$ cat src/rtl/menu_pkg.sv
// Shared definitions for the menu navigator: FSM states, default menu layout
// and row identifiers.
package menu_pkg;

  typedef enum logic [1:0] {INICIO, PASO, SOSTENIDO, REPITE} estado_t;

  localparam int unsigned FILA_NUEVO   = 1;
  localparam int unsigned FILA_GUARDAR = 2;
  localparam int unsigned FILA_CERRAR  = 3;
  localparam int unsigned FILA_MAYUS   = 4;
  localparam int unsigned FILA_COLOR   = 5;
  localparam int unsigned FILA_ESCALA  = 6;

  // Fields packed row6..row1, 3 bits each
  localparam logic [17:0] COLS_POR_FILA_DEF = {3'd3, 3'd6, 3'd2, 3'd1, 3'd1, 3'd1};
  localparam logic [5:0]  ES_ACCION_DEF     = 6'b000111;
  localparam logic [17:0] SEL_RESET_DEF     = {3'd2, 3'd1, 3'd1, 3'd1, 3'd1, 3'd1};

endpackage

$ cat src/rtl/repetidor_boton.sv
// Registers one button, detects its rising edge and generates hold/auto-repeat
// step strobes while it stays pressed.
module repetidor_boton
  import menu_pkg::*;
#(
  parameter int unsigned HOLD_CYCLES   = 50_000_000,
  parameter int unsigned REPEAT_CYCLES = 15_000_000
) (
  input  logic clk,
  input  logic reset,
  input  logic boton,
  input  logic reinicio,
  output logic flanco,
  output logic paso
);

  localparam int unsigned MAX_CICLOS = (HOLD_CYCLES > REPEAT_CYCLES) ? HOLD_CYCLES : REPEAT_CYCLES;
  localparam int unsigned CNT_W      = $clog2(MAX_CICLOS + 1);
  localparam logic [CNT_W-1:0] FIN_HOLD = CNT_W'(HOLD_CYCLES - 1);
  localparam logic [CNT_W-1:0] FIN_REP  = CNT_W'(REPEAT_CYCLES - 1);

  logic             boton_q;
  logic             boton_prev;
  estado_t          estado;
  logic [CNT_W-1:0] cnt;
  logic             tick;

  assign flanco = boton_q & ~boton_prev;

  always_comb begin
    tick = 1'b0;
    if (boton_q) begin
      case (estado)
        SOSTENIDO: tick = (cnt == FIN_HOLD);
        REPITE:    tick = (cnt == FIN_REP);
        default:   tick = 1'b0;
      endcase
    end
  end

  // Another button's edge restarts this one, so its pending repeat is dropped.
  assign paso = flanco | (tick & ~reinicio);

  always_ff @(posedge clk or posedge reset) begin
    if (reset) begin
      boton_q    <= 1'b0;
      boton_prev <= 1'b0;
      estado     <= INICIO;
      cnt        <= '0;
    end else begin
      boton_q    <= boton;
      boton_prev <= boton_q;
      if (!boton_q) begin
        estado <= INICIO;
        cnt    <= '0;
      end else if (flanco || reinicio) begin
        estado <= PASO;
        cnt    <= '0;
      end else begin
        case (estado)
          PASO: begin
            estado <= SOSTENIDO;
            cnt    <= '0;
          end
          SOSTENIDO: begin
            if (tick) begin
              estado <= REPITE;
              cnt    <= '0;
            end else begin
              cnt <= cnt + 1'b1;
            end
          end
          REPITE: begin
            if (tick) cnt <= '0;
            else      cnt <= cnt + 1'b1;
          end
          default: begin
            estado <= INICIO;
            cnt    <= '0;
          end
        endcase
      end
    end
  end

endmodule

$ cat src/rtl/menu_navegador_param.sv
// Menu navigator: row/column cursor driven by five buttons with auto-repeat,
// per-row committed selections and strobes for action rows.
module menu_navegador_param
  import menu_pkg::*;
#(
  parameter int unsigned NUM_FILAS     = 6,
  parameter int unsigned MAX_COLS      = 6,
  parameter int unsigned IDX_W         = 3,
  parameter logic [NUM_FILAS*IDX_W-1:0] COLS_POR_FILA = COLS_POR_FILA_DEF,
  parameter logic [NUM_FILAS-1:0]       ES_ACCION     = ES_ACCION_DEF,
  parameter logic [NUM_FILAS*IDX_W-1:0] SEL_RESET     = SEL_RESET_DEF,
  parameter bit          WRAP          = 1'b0,
  parameter int unsigned HOLD_CYCLES   = 50_000_000,
  parameter int unsigned REPEAT_CYCLES = 15_000_000
) (
  input  logic                       clk,
  input  logic                       reset,
  input  logic                       boton_arriba,
  input  logic                       boton_abajo,
  input  logic                       boton_izq,
  input  logic                       boton_der,
  input  logic                       boton_elige,
  output logic [IDX_W-1:0]           where_fila,
  output logic [IDX_W-1:0]           where_columna,
  output logic [NUM_FILAS*IDX_W-1:0] sel_vec,
  output logic [NUM_FILAS*IDX_W-1:0] sel_temp,
  output logic [NUM_FILAS-1:0]       accion_pulso
);

  function automatic logic [NUM_FILAS*IDX_W-1:0] sel_inicial();
    logic [NUM_FILAS*IDX_W-1:0] v;
    v = SEL_RESET;
    for (int unsigned r = 0; r < NUM_FILAS; r++)
      if (ES_ACCION[r]) v[r*IDX_W +: IDX_W] = IDX_W'(1);
    return v;
  endfunction

  localparam logic [NUM_FILAS*IDX_W-1:0] SEL_INICIAL = sel_inicial();
  localparam logic [IDX_W-1:0] UNO = IDX_W'(1);

  // Index 0 arriba, 1 abajo, 2 izq, 3 der, 4 elige
  logic [3:0]       boton_dir;
  logic [4:0]       flancos;
  logic [3:0]       reinicio_dir;
  logic [3:0]       paso_dir;
  logic             elige_q;
  logic             elige_prev;
  logic [IDX_W-1:0] limite;

  assign boton_dir  = {boton_der, boton_izq, boton_abajo, boton_arriba};
  assign flancos[4] = elige_q & ~elige_prev;

  always_comb begin
    reinicio_dir = '0;
    for (int unsigned i = 0; i < 4; i++)
      reinicio_dir[i] = |(flancos & ~(5'b00001 << i));
  end

  for (genvar i = 0; i < 4; i++) begin : g_rep
    repetidor_boton #(
      .HOLD_CYCLES  (HOLD_CYCLES),
      .REPEAT_CYCLES(REPEAT_CYCLES)
    ) u_rep (
      .clk     (clk),
      .reset   (reset),
      .boton   (boton_dir[i]),
      .reinicio(reinicio_dir[i]),
      .flanco  (flancos[i]),
      .paso    (paso_dir[i])
    );
  end

  always_comb begin
    limite = UNO;
    for (int unsigned r = 0; r < NUM_FILAS; r++) begin
      if (where_fila == IDX_W'(r + 1)) begin
        limite = (COLS_POR_FILA[r*IDX_W +: IDX_W] > IDX_W'(MAX_COLS)) ?
                 IDX_W'(MAX_COLS) : COLS_POR_FILA[r*IDX_W +: IDX_W];
      end
    end
  end

  always_comb begin
    sel_temp = sel_vec;
    for (int unsigned r = 0; r < NUM_FILAS; r++)
      if (where_fila == IDX_W'(r + 1) && !ES_ACCION[r])
        sel_temp[r*IDX_W +: IDX_W] = where_columna;
  end

  always_ff @(posedge clk or posedge reset) begin
    if (reset) begin
      where_fila    <= UNO;
      where_columna <= UNO;
      sel_vec       <= SEL_INICIAL;
      accion_pulso  <= '0;
      elige_q       <= 1'b0;
      elige_prev    <= 1'b0;
    end else begin
      elige_q      <= boton_elige;
      elige_prev   <= elige_q;
      accion_pulso <= '0;
      if (paso_dir[0]) begin
        if (where_columna > UNO) where_columna <= where_columna - UNO;
        else                     where_columna <= WRAP ? limite : UNO;
      end else if (paso_dir[1]) begin
        if (where_columna < limite) where_columna <= where_columna + UNO;
        else                        where_columna <= WRAP ? UNO : limite;
      end else if (paso_dir[2]) begin
        if (where_fila > UNO) where_fila <= where_fila - UNO;
        where_columna <= UNO;
      end else if (paso_dir[3]) begin
        if (where_fila < IDX_W'(NUM_FILAS)) where_fila <= where_fila + UNO;
        where_columna <= UNO;
      end else if (flancos[4]) begin
        for (int unsigned r = 0; r < NUM_FILAS; r++) begin
          if (where_fila == IDX_W'(r + 1)) begin
            if (ES_ACCION[r]) accion_pulso[r] <= 1'b1;
            else              sel_vec[r*IDX_W +: IDX_W] <= where_columna;
          end
        end
      end
    end
  end

endmodule

$ cat config.mk
export PLATFORM = sky130hd
export DESIGN_NAME = menu_navegador_param
export DESIGN_NICKNAME = d
export VERILOG_FILES = /design/src/rtl/menu_pkg.sv /design/src/rtl/repetidor_boton.sv /design/src/rtl/menu_navegador_param.sv
export SDC_FILE = /design/constraint.sdc
export NUM_CORES = 1
export LEC_CHECK = 0
export CAP_MARGIN = 20
export CORE_UTILIZATION = 59
export CTS_CLUSTER_DIAMETER = 80
export DETAILED_ROUTE_END_ITERATION = 12
export PLACE_DENSITY = 0.88
export SYNTH_ARGS = -nofsm -noshare
export SYNTH_HDL_FRONTEND = slang
export SYNTH_HIERARCHICAL = 1
export SYNTH_SLANG_ARGS = --single-unit
export TNS_END_PERCENT = 50
$ cat constraint.sdc
create_clock -name clk -period 3.2 [get_ports clk]
set_clock_uncertainty 0.05 [all_clocks]
set_input_delay 0.8 -clock clk [delete_from_list [all_inputs] [get_ports clk]]
set_output_delay 0.8 -clock clk [all_outputs]
set_load 0.03 [all_outputs]
==> flow_summary.ini, run 1 <==
[placed_design]
place_ws_ns = 0.3133
portBuffers = 33
dpl.hpwl_microns = 10210
gp_congestion = 0.8046
post-place-cells = 971

[sta]
tightest_slew_ns = 0.9124
slew_viol_final = 0
min_period_over_period_pct = 95.67
finalCriticalPeriod_ns = 3.061
grt_setup_unrepaired = false
max_freq_ghz = 0.3267
finalSetupTns_ns = 0
finalWorstSetupSlack_ns = 0.1387
relSlewSlack_pct = 39.17
setup_viol = 0
final_hold_viol_count = 0

[clock_network]
cts_root_buffer = clkbuf_16
tritoncts = yes
clockBufferDepth = 2
clock_sinks = 140
cts_hold_buf = 0
post_cts_buffers = 0
cts.htree.levels = 4
numCtsBuffers = 17
clk_pin_slew_worst_paths_ns = 0.06
worstSkewPairLatency_ns = 0.43

[setup_path]
timing.critical_path.max_delay_family = buffers and inverters
critPathSlowestCell = dfrtp_1
required_ns = 2.35
r2r_end = where_fila[2]$_DFFE_PP0P_
r2r_slack_ns = 0.26
critical_path_arrival_ns = 2.21
cp_max_fo = 7
cp-start-kind = flop
slowest_delay_ns = 0.49
cp.buffers_inverters = 2
r2r-start = g_rep[1].u_rep/boton_q$_DFF_PP0_
crit_type = reg -> out
reg2reg_depth = 8
end_kind = primary output
cp_cell_sequence = inv_1 > ha_1 > nand2_1 > mux2_2 > dlygate4sd2_1

[route]
via_per_inst = 5.768
dr.pass1.iters = 6
routedWlPerCell_microns = 15.30
drc = 0
finalWirelength_microns = 15350
ant_nets = 0
first_iter_violations = 539
num_vias = 5785

[min_path]
holdPathEnd = elige_prev$_DFF_PP0_
hold_depth = 0
hp-start = elige_q$_DFF_PP0_
hold_class = reg -> reg

[synth]
ys_seq_elements = 140
avgSynthCellArea_sq_um = 9.984
ys_warn_count = 6
ys_seq_area_share_pct = 44.95
synthCells = 782
synth_cell_types = 71
yosys_most_used_dff = dfrtp_1
synthArstFlopShare_pct = 100.0
synth-edff-count = 0
synth_area_sq_um = 7807

[flow_run]
maxCapViolCount = 0

[power_and_ir_drop]
p_total_mw = 5.150
p_per_area_nw_per_um2 = 589.3
p_leak_nw = 3.809
ir_worst_vdd_mv = 0.4264

[cells_and_area]
nNetsFinal = 852
layout-drive-gt1-share_pct = 9.386
register_area_sq_um = 3510
final_cells = 1003
multiInputGateArea_sq_um = 3921
final_util_pct = 68.42
fillers = 908
area_growth_pct = 11.94
diodes = 0

[grt]
grt_use_total_pct = 24.74
grt_remaining_overflow = 0
grt_max_degree = 31
grt_pass1_vias = 5585
antenna_found_initial = 0
grt_pass1_wl_microns = 26040

[floorplan]
pin_count = 55
rows = 41
die_w_microns = 117.0
core_area_sq_um = 12770
die-area_sq_um = 13700
initial_core_util_pct = 61.12
die_h_microns = 117.0

[run_status]
status = finished clean
[sequential cells by signal, summed over array words and instances, names as in the netlist]
register,count
g_rep.u_rep/cnt,104
sel_vec,9
g_rep.u_rep/estado,8
g_rep.u_rep/boton_prev,4
g_rep.u_rep/boton_q,4
accion_pulso,3
where_columna,3
where_fila,3
elige_prev,1
elige_q,1
[cells in the final DEF, fill, tap and decap left out, types with 11 or more instances in the layout]
| cell type | netlist | layout |
|---|---|---|
| inv_1 | 29 | 29 |
| nand3_1 | 40 | 40 |
| ha_1 | 27 | 27 |
| clkbuf_16 | 0 | 17 |
| xor2_1 | 64 | 64 |
| dfrtp_1 | 135 | 135 |
| nand4_1 | 23 | 23 |
| and4_1 | 15 | 15 |
| nand2_1 | 45 | 45 |
| nor2_1 | 122 | 122 |
| o21ai_0 | 22 | 22 |
| conb_1 | 2 | 21 |
| xnor2_1 | 31 | 31 |
| buf_4 | 32 | 11 |
| a21oi_1 | 12 | 12 |
| clkdlybuf4s50_1 | 0 | 24 |
| and3_1 | 29 | 29 |
[report_power, final]
group          total [mW]  switching [mW]  internal [mW]
clock                1.94           0.713           1.22
combinational        1.20           0.730          0.469
sequential           2.01           0.127           1.89
[through the flow]
step / instance area [sq um] / hold slack (ns)
floorplan: 7879 / 0.2965
global placement: 8168 / 0.3075
detailed placement: 8168 / 0.3147
CTS: 8740 / 0.3275
global route: 8740 / 0.3489
finish: 8740 / 0.3230
[Yosys cell counts, drive strengths merged (3+ instances only)]
| cell type | instances | share of area [%] |
|---|---|---|
| mux2i | 4 | 0.51 |
| nor2 | 122 | 5.9 |
| ha | 27 | 4.3 |
| nor4b | 6 | 0.87 |
| nor4 | 9 | 1.2 |
| xor2 | 64 | 7.2 |
| o2111ai | 3 | 0.34 |
| nor4bb | 6 | 0.77 |
| xnor2 | 31 | 3.5 |
| nor2b | 7 | 0.66 |
| or4 | 7 | 0.72 |
| o211ai | 4 | 0.45 |
| or2 | 4 | 0.32 |
| mux2 | 16 | 2.3 |
| and4 | 15 | 1.7 |
| and2 | 7 | 0.56 |
| nand2 | 46 | 2.2 |
| nand4 | 26 | 2.4 |
| dfstp | 5 | 1.7 |
| a21oi | 12 | 0.77 |
| or3 | 8 | 0.66 |
| o21ai | 23 | 1.5 |
| clkbuf | 4 | 0.22 |
| nor3b | 3 | 0.29 |
| dfrtp | 135 | 43 |
| nand3 | 43 | 3.2 |
| and3 | 29 | 2.3 |
| inv | 29 | 1.4 |
| buf | 42 | 4.1 |
| nor3 | 12 | 1.0 |
[routing by layer]
layer	share of wire (%)	up-vias	global-route usage (%)
met1	45	2832	30.88
li1	-	2736	-
met5	0	-	0
met4	2.4	0	11.31
met2	48	178	40.63
met3	4.8	39	6.282
[logic make-up (layout without fill, tap and decap cells)]
group / Yosys count / count (layout) / synth area share, %
other: 2 / 21 / 0.09619
AO/OA/AOI/OAI: 63 / 63 / 5.321
AND/OR/NAND/NOR: 360 / 360 / 26.09
buffers and inverters: 75 / 105 / 5.737
adder cells (fa/ha/maj): 27 / 27 / 4.327
XOR/XNOR: 95 / 95 / 10.66
flip-flops: 140 / 140 / 44.95
multiplexers: 20 / 20 / 2.821
[worst max-delay path by stage]
stage,end,depth (start not counted),start
after floorplan,where_fila[2]$_DFFE_PP0P_,12,g_rep[2].u_rep/estado[1]$_DFFE_PP0P_
after global placement,where_fila[2]$_DFFE_PP0P_,8,g_rep[1].u_rep/boton_q$_DFF_PP0_
after detailed placement,where_fila[2]$_DFFE_PP0P_,8,g_rep[1].u_rep/boton_q$_DFF_PP0_
after CTS,sel_temp[14],5,where_fila[1]$_DFFE_PP0P_
after global routing,sel_temp[14],5,where_fila[1]$_DFFE_PP0P_
final,sel_temp[14],5,where_fila[1]$_DFFE_PP0P_
[timing repair]
| action | CTS | global route |
|---|---|---|
| endpoints found under the setup margin | 9 | 0 |
| hold endpoints to repair | 0 | 0 |
| resized for setup | 9 | 0 |
[cell type report]
type | count | share of cell area [%]
Clock buffer | 25 | 5.669
Clock inverter | 7 | 1.002
Inverter | 29 | 1.246
Multi-Input combinational cell | 586 | 44.87
Sequential cell | 140 | 40.16
Tap cell | 172 | 2.462
Timing Repair Buffer | 44 | 4.596
Power figures use the tool's default switching activity.
==> run 2: changes to the inputs <==
- ABC_AREA: not set -> 1
- CORE_UTILIZATION: 59 -> 60
- DONT_BUFFER_PORTS: not set -> 1
- PLACE_DENSITY: 0.88 -> 0.84
==> flow_summary.ini, run 2 <==
[grt]
grt_pass1_wl_microns = 36990
grt_max_degree = 31
grt_remaining_overflow = 0
antenna_found_initial = 1
grt_pass1_vias = 8079
grt_use_total_pct = 28.40

[cells_and_area]
top_regs = g_rep.u_rep/cnt x104, sel_vec x9, g_rep.u_rep/estado x8
final_common_cell = nand2_1
final_area_sq_um = 10080
most-common-layout-cells = 291 x nand2_1, 240 x nor2_1, 154 x inv_1
largest_reg_flops = 104
layout-drive-gt1-share_pct = 12.59
largest-register = g_rep.u_rep/cnt
area_growth_pct = 6.869
final_util_pct = 66.08
nNetsFinal = 1355

[power_and_ir_drop]
p_switching_mw = 1.568
switching_share_pct = 32.27
power_frac_seq_pct = 42.1
ir_worst_vdd_mv = 0.3741
p_clk_share_pct = 39.2
intPower_mw = 3.290
p_total_mw = 4.858
p_leak_nw = 4.286
p_per_area_nw_per_um2 = 481.8
combPwrFrac_pct = 18.7

[clock_network]
clk_pin_slew_worst_paths_ns = 0.06
cts.htree.levels = 4
cts_hold_buf = 0
post_cts_buffers = 0
tritoncts = yes
clockBufferDepth = 2
numCtsBuffers = 17
post_cts_resized = 0
worstSkewPairLatency_ns = 0.42
cts_root_buffer = clkbuf_16
clock_sinks = 140

[floorplan]
die-area_sq_um = 16230
rows = 45
die_h_microns = 127.4
die_w_microns = 127.4
initial_core_util_pct = 61.84
pin_count = 55
core_area_sq_um = 15260

[synth]
synth_cell_types = 44
avgSynthCellArea_sq_um = 7.197
yosysTopAreaCell = dfrtp_1
ys_top_cells_by_count = 291 x nand2_1, 240 x nor2_1, 154 x inv_1
synth-edff-count = 0
ys_seq_area_share_pct = 37.20
synthCells = 1311
synthArstFlopShare_pct = 100.0
synth_area_sq_um = 9435
ys_warn_count = 6
yosys_most_used_dff = dfrtp_1
synthTopCellsByArea = dfrtp_1 36%, nand2_1 12%, nor2_1 9.5%
synth_most_common_cell = nand2_1
synth_top_area_share_pct = 35.80
ys_seq_elements = 140

[setup_path]
critPathSlowestCell = o21ai_0
end_kind = primary output
crit_type = reg -> out
cp.buffers_inverters = 1
critical_path_arrival_ns = 2.12
required_ns = 2.35
cp_max_fo = 6
cp_cell_sequence = inv_1 > ha_1 > nand2_1 > o21ai_0
path_depth = 4
reg2reg_depth = 14
slowest_delay_ns = 0.81
cp-start-kind = flop
timing.critical_path.max_delay_family = compound AO/OA/AOI/OAI gates

[flow_run]
maxCapViolCount = 0

[sta]
final_hold_viol_count = 0
min_period_over_period_pct = 92.68
setup_viol = 0
tightest_slew_ns = 1.012
finalSetupTns_ns = 0
grt_setup_unrepaired = false
max_freq_ghz = 0.3372
finalCriticalPeriod_ns = 2.966
relSlewSlack_pct = 31.80
slew_viol_final = 0

[route]
routedWlPerCell_microns = 13.89
via_per_inst = 5.418
first_iter_violations = 650
dr.pass1.iters = 5
num_vias = 8376
ant_nets = 0
drc = 0
finalWirelength_microns = 21470

[placed_design]
gp_congestion = 0.9729
portBuffers = 0
place_area_sq_um = 9509
dpl.hpwl_microns = 15840

[min_path]
hold_class = in -> async

[run_status]
status = finished clean
run 2: cell types whose count changed after synthesis, moves of 15 or more:
cell     before  now
nand2_1      45  291
inv_1        29  154
nor2_1      122  240
nand3_1      40  113
nor2_2        0   46
xor2_1       64   26
and3_1       29    3
nor3_1        8   34
xnor2_1      31    7
nand2_2       1   17
and4_1       15    0
nand4_1      23   38
nor2_4        0   15
run 2: worst paths after layout:
check / start / to / slack (ns)
max in group asynchronous: reset / sel_vec[14]$_DFFE_PP0P_ / 2.25
max reg2reg: g_rep[2].u_rep/cnt[0]$_DFF_PP0_ / sel_vec[17]$_DFFE_PP0P_ / 0.68
max: where_fila[0]$_DFFE_PP1P_ / sel_temp[9] / 0.23
min: reset / g_rep[2].u_rep/estado[0]$_DFFE_PP0P_ / 0.29
min reg2reg: elige_q$_DFF_PP0_ / elige_prev$_DFF_PP0_ / 0.33
min in group clk: elige_q$_DFF_PP0_ / elige_prev$_DFF_PP0_ / 0.33
run 2: area by class of cell:
cell class / instances / area (sq um)
Clock inverter: 5 / 58.81
Inverter: 170 / 640.6
Clock buffer: 27 / 513.0
Sequential cell: 140 / 3510
Timing Repair Buffer: 9 / 67.56
Tap cell: 211 / 264.0
Multi-Input combinational cell: 983 / 5027
Antenna cell: 1 / 2.502
Fill cell: 1316 / 5175
run 2: logic make-up (layout without fill, tap and decap cells):
kind of cell,count (synthesis),after routing,synth area share (%)
other,2,22,0.07959
adder cells (fa/ha/maj),27,27,3.580
AO/OA/AOI/OAI,66,66,3.832
flip-flops,140,140,37.20
AND/OR/NAND/NOR,836,836,41.97
buffers and inverters,207,211,10.28
XOR/XNOR,33,33,3.063
run 2: power groups by stage:
stage | clock network [mW] | logic, mW | registers, mW
after floorplan | 0 | 0.656 | 2.13
after detailed placement | 0 | 0.896 | 2.07
after CTS | 1.93 | 0.902 | 2.04
after global routing | 2.00 | 1.01 | 2.05
final | 1.90 | 0.909 | 2.04
after global placement | 0 | 0.867 | 2.07
run 2: worst register-to-register path: stages (launching register included):
cell and delay [ns]:
dfrtp_1 0.44, ha_1 0.28, nand3_4 0.14, clkinv_2 0.09, nand3_2 0.08, nor2_2 0.05
nand3_4 0.13, o22ai_1 0.17, or2_4 0.28, nor2_4 0.11, inv_2 0.06, nor2_4 0.22
inv_2 0.17, nand2_1 0.09, nand2_1 0.05
run 2: per-layer routing:
metal / vias to the layer above / track usage [%] / share of wire [%]
met5: - / 0 / 0
met4: 0 / 10.99 / 1.9
met3: 47 / 5.402 / 5.9
met2: 279 / 47.96 / 49
met1: 3929 / 36.09 / 43
li1: 4121 / - / -
run 2: metrics by stage:
step / setup slack, ns / cells / hold slack [ns]
2_1_floorplan: 0.6439 / 1330 / 0.3037
3_3_place_gp: 0.7309 / 1513 / 0.3100
3_5_place_dp: 0.6829 / 1513 / 0.3150
4_1_cts: 0.2263 / 1545 / 0.2890
5_1_grt: 0.1294 / 1546 / 0.3073
6_report: 0.2344 / 1546 / 0.2861
==> run 3: changes to the inputs <==
- CORE_UTILIZATION: 60 -> 55
- CTS_CLUSTER_SIZE: not set -> 20
- PLACE_DENSITY: 0.84 -> 0.78
==> flow_summary.ini, run 3 (synthesized netlist as in run 2, its figures left out) <==
[floorplan]
core_area_sq_um = 16640
die_w_microns = 133.0
die-area_sq_um = 17680
die_h_microns = 133.0
initial_core_util_pct = 56.69
pin_count = 55
rows = 47

[cells_and_area]
layout-drive-gt1-share_pct = 12.97
nNetsFinal = 1355
final_cells = 1555
top_regs = g_rep.u_rep/cnt x104, sel_vec x9, g_rep.u_rep/estado x8
largest-register = g_rep.u_rep/cnt
fillers = 1506
area_growth_pct = 7.903
final_common_cell = nand2_1
final_area_sq_um = 10180
most-common-layout-cells = 291 x nand2_1, 240 x nor2_1, 154 x inv_1
largest_reg_flops = 104
multiInputGateArea_sq_um = 5027
register_area_sq_um = 3510

[setup_path]
r2r_end = sel_vec[14]$_DFFE_PP0P_
cp-start-kind = flop
path_depth = 5
critPathSlowestCell = dfstp_2
cp_cell_sequence = inv_1 > ha_1 > nand2_1 > nand2_1 > o21ai_1
r2r-start = g_rep[0].u_rep/estado[1]$_DFFE_PP0P_
required_ns = 2.35
cp.buffers_inverters = 1
slowest_delay_ns = 0.66
crit_type = reg -> out
cp_max_fo = 6
reg2reg_depth = 13
timing.critical_path.max_delay_family = flip-flops
critical_path_arrival_ns = 2.12
r2r_slack_ns = 0.64
crit_top_cell = nand2_1
end_kind = primary output

[grt]
grt_pass1_wl_microns = 37750
grt_pass1_vias = 8043
grt_remaining_overflow = 0
grt_use_total_pct = 26.36
grt_max_degree = 31
antenna_found_initial = 1

[route]
drc = 0
ant_nets = 0
num_vias = 8348
dr.pass1.iters = 5
routedWlPerCell_microns = 14.04
finalWirelength_microns = 21830
via_per_inst = 5.368
first_iter_violations = 621

[power_and_ir_drop]
p_leak_nw = 4.338
switching_share_pct = 31.03
p_switching_mw = 1.600
power_frac_seq_pct = 39.6
intPower_mw = 3.556
p_clk_share_pct = 42.6
ir_worst_vdd_mv = 0.4132
p_per_area_nw_per_um2 = 506.5
combPwrFrac_pct = 17.7

[clock_network]
numCtsBuffers = 17
clockBufferDepth = 2
post_cts_resized = 0
tritoncts = yes
cts_hold_buf = 0
clock_sinks = 140
cts.htree.levels = 4
cts_root_buffer = clkbuf_16
clk_pin_slew_worst_paths_ns = 0.06
post_cts_buffers = 0
worstSkewPairLatency_ns = 0.43

[sta]
slew_viol_final = 0
setup_viol = 0
min_period_over_period_pct = 92.80
max_freq_ghz = 0.3367
finalSetupTns_ns = 0
tightest_slew_ns = 1.006
finalCriticalPeriod_ns = 2.970
relSlewSlack_pct = 32.23
final_hold_viol_count = 0
grt_setup_unrepaired = false

[placed_design]
dpl.hpwl_microns = 15980
portBuffers = 0
place_area_sq_um = 9520
post-place-cells = 1522
gp_congestion = 0.9281

[flow_run]
maxCapViolCount = 0

[run_status]
status = finished clean

[min_path]
hold_class = in -> async
-- run 3: cell types whose count changed in the layout (fill, tap and decap cells not counted) --
cell,before,now
clkbuf_1,5,0
bufinv_16,1,5
clkinv_2,3,7
clkbuf_8,5,3
clkinvlp_4,2,1
-- run 3: cell type report --
cell class,instances,share of cell area [%]
sequential,140,34.47
multi-input combinational,983,49.38
inverter,170,6.292
clock inverter,12,1.880
antenna,1,0.02458
timing repair buffer,9,0.6636
tap,220,2.704
clock buffer,20,4.584
-- run 3: worst reg2reg max path: stages (launching register included) --
cell	delay, ns
dfrtp_1	0.41
ha_1	0.29
inv_1	0.17
nand2_1	0.09
nand3_2	0.23
o22ai_1	0.19
nor2_1	0.18
inv_1	0.09
nor2_4	0.14
inv_2	0.06
nor2_4	0.23
inv_2	0.17
nand2_1	0.09
nand2_1	0.06
-- run 3: power groups by stage --
stage	registers (mW)	logic (mW)	clock network, mW
after floorplan	2.13	0.656	0
after global placement	2.07	0.873	0
after detailed placement	2.07	0.904	0
after CTS	2.04	0.914	2.24
after global routing	2.05	1.02	2.32
final	2.04	0.915	2.20
-- run 3: per-stage QoR --
step	hold slack (ns)	worst slack [ns]	utilization, %	total power, mW
2_1_floorplan	0.3037	0.6439	-	2.782
3_3_place_gp	0.3100	0.7341	57.21	2.942
3_5_place_dp	0.3260	0.6777	57.21	2.975
4_1_cts	0.2628	0.2143	61.16	5.192
5_1_grt	0.2947	0.1104	61.16	5.383
6_report	0.2567	0.2303	61.18	5.156
-- run 3: how the worst max path moves through the flow --
| stage | end | slack (ns) | start |
|---|---|---|---|
| floorplan | sel_temp[10] | 0.64 | where_fila[1]$_DFFE_PP0P_ |
| detailed placement | sel_temp[9] | 0.68 | where_fila[0]$_DFFE_PP1P_ |
| CTS | sel_temp[9] | 0.21 | where_fila[0]$_DFFE_PP1P_ |
| finish | sel_temp[16] | 0.23 | where_fila[0]$_DFFE_PP1P_ |
| global placement | sel_temp[11] | 0.73 | where_fila[0]$_DFFE_PP1P_ |
| global route | sel_temp[15] | 0.11 | where_fila[0]$_DFFE_PP1P_ |
-- run 3: metal layers --
layer / GRT usage, % / wire [microns] / vias to the layer above
met3: 5.670 / 1201 / 45
met4: 9.195 / 442 / 0
met2: 43.80 / 10590 / 266
met1: 33.87 / 9601 / 3897
met5: 0 / 0 / -
li1: - / - / 4140
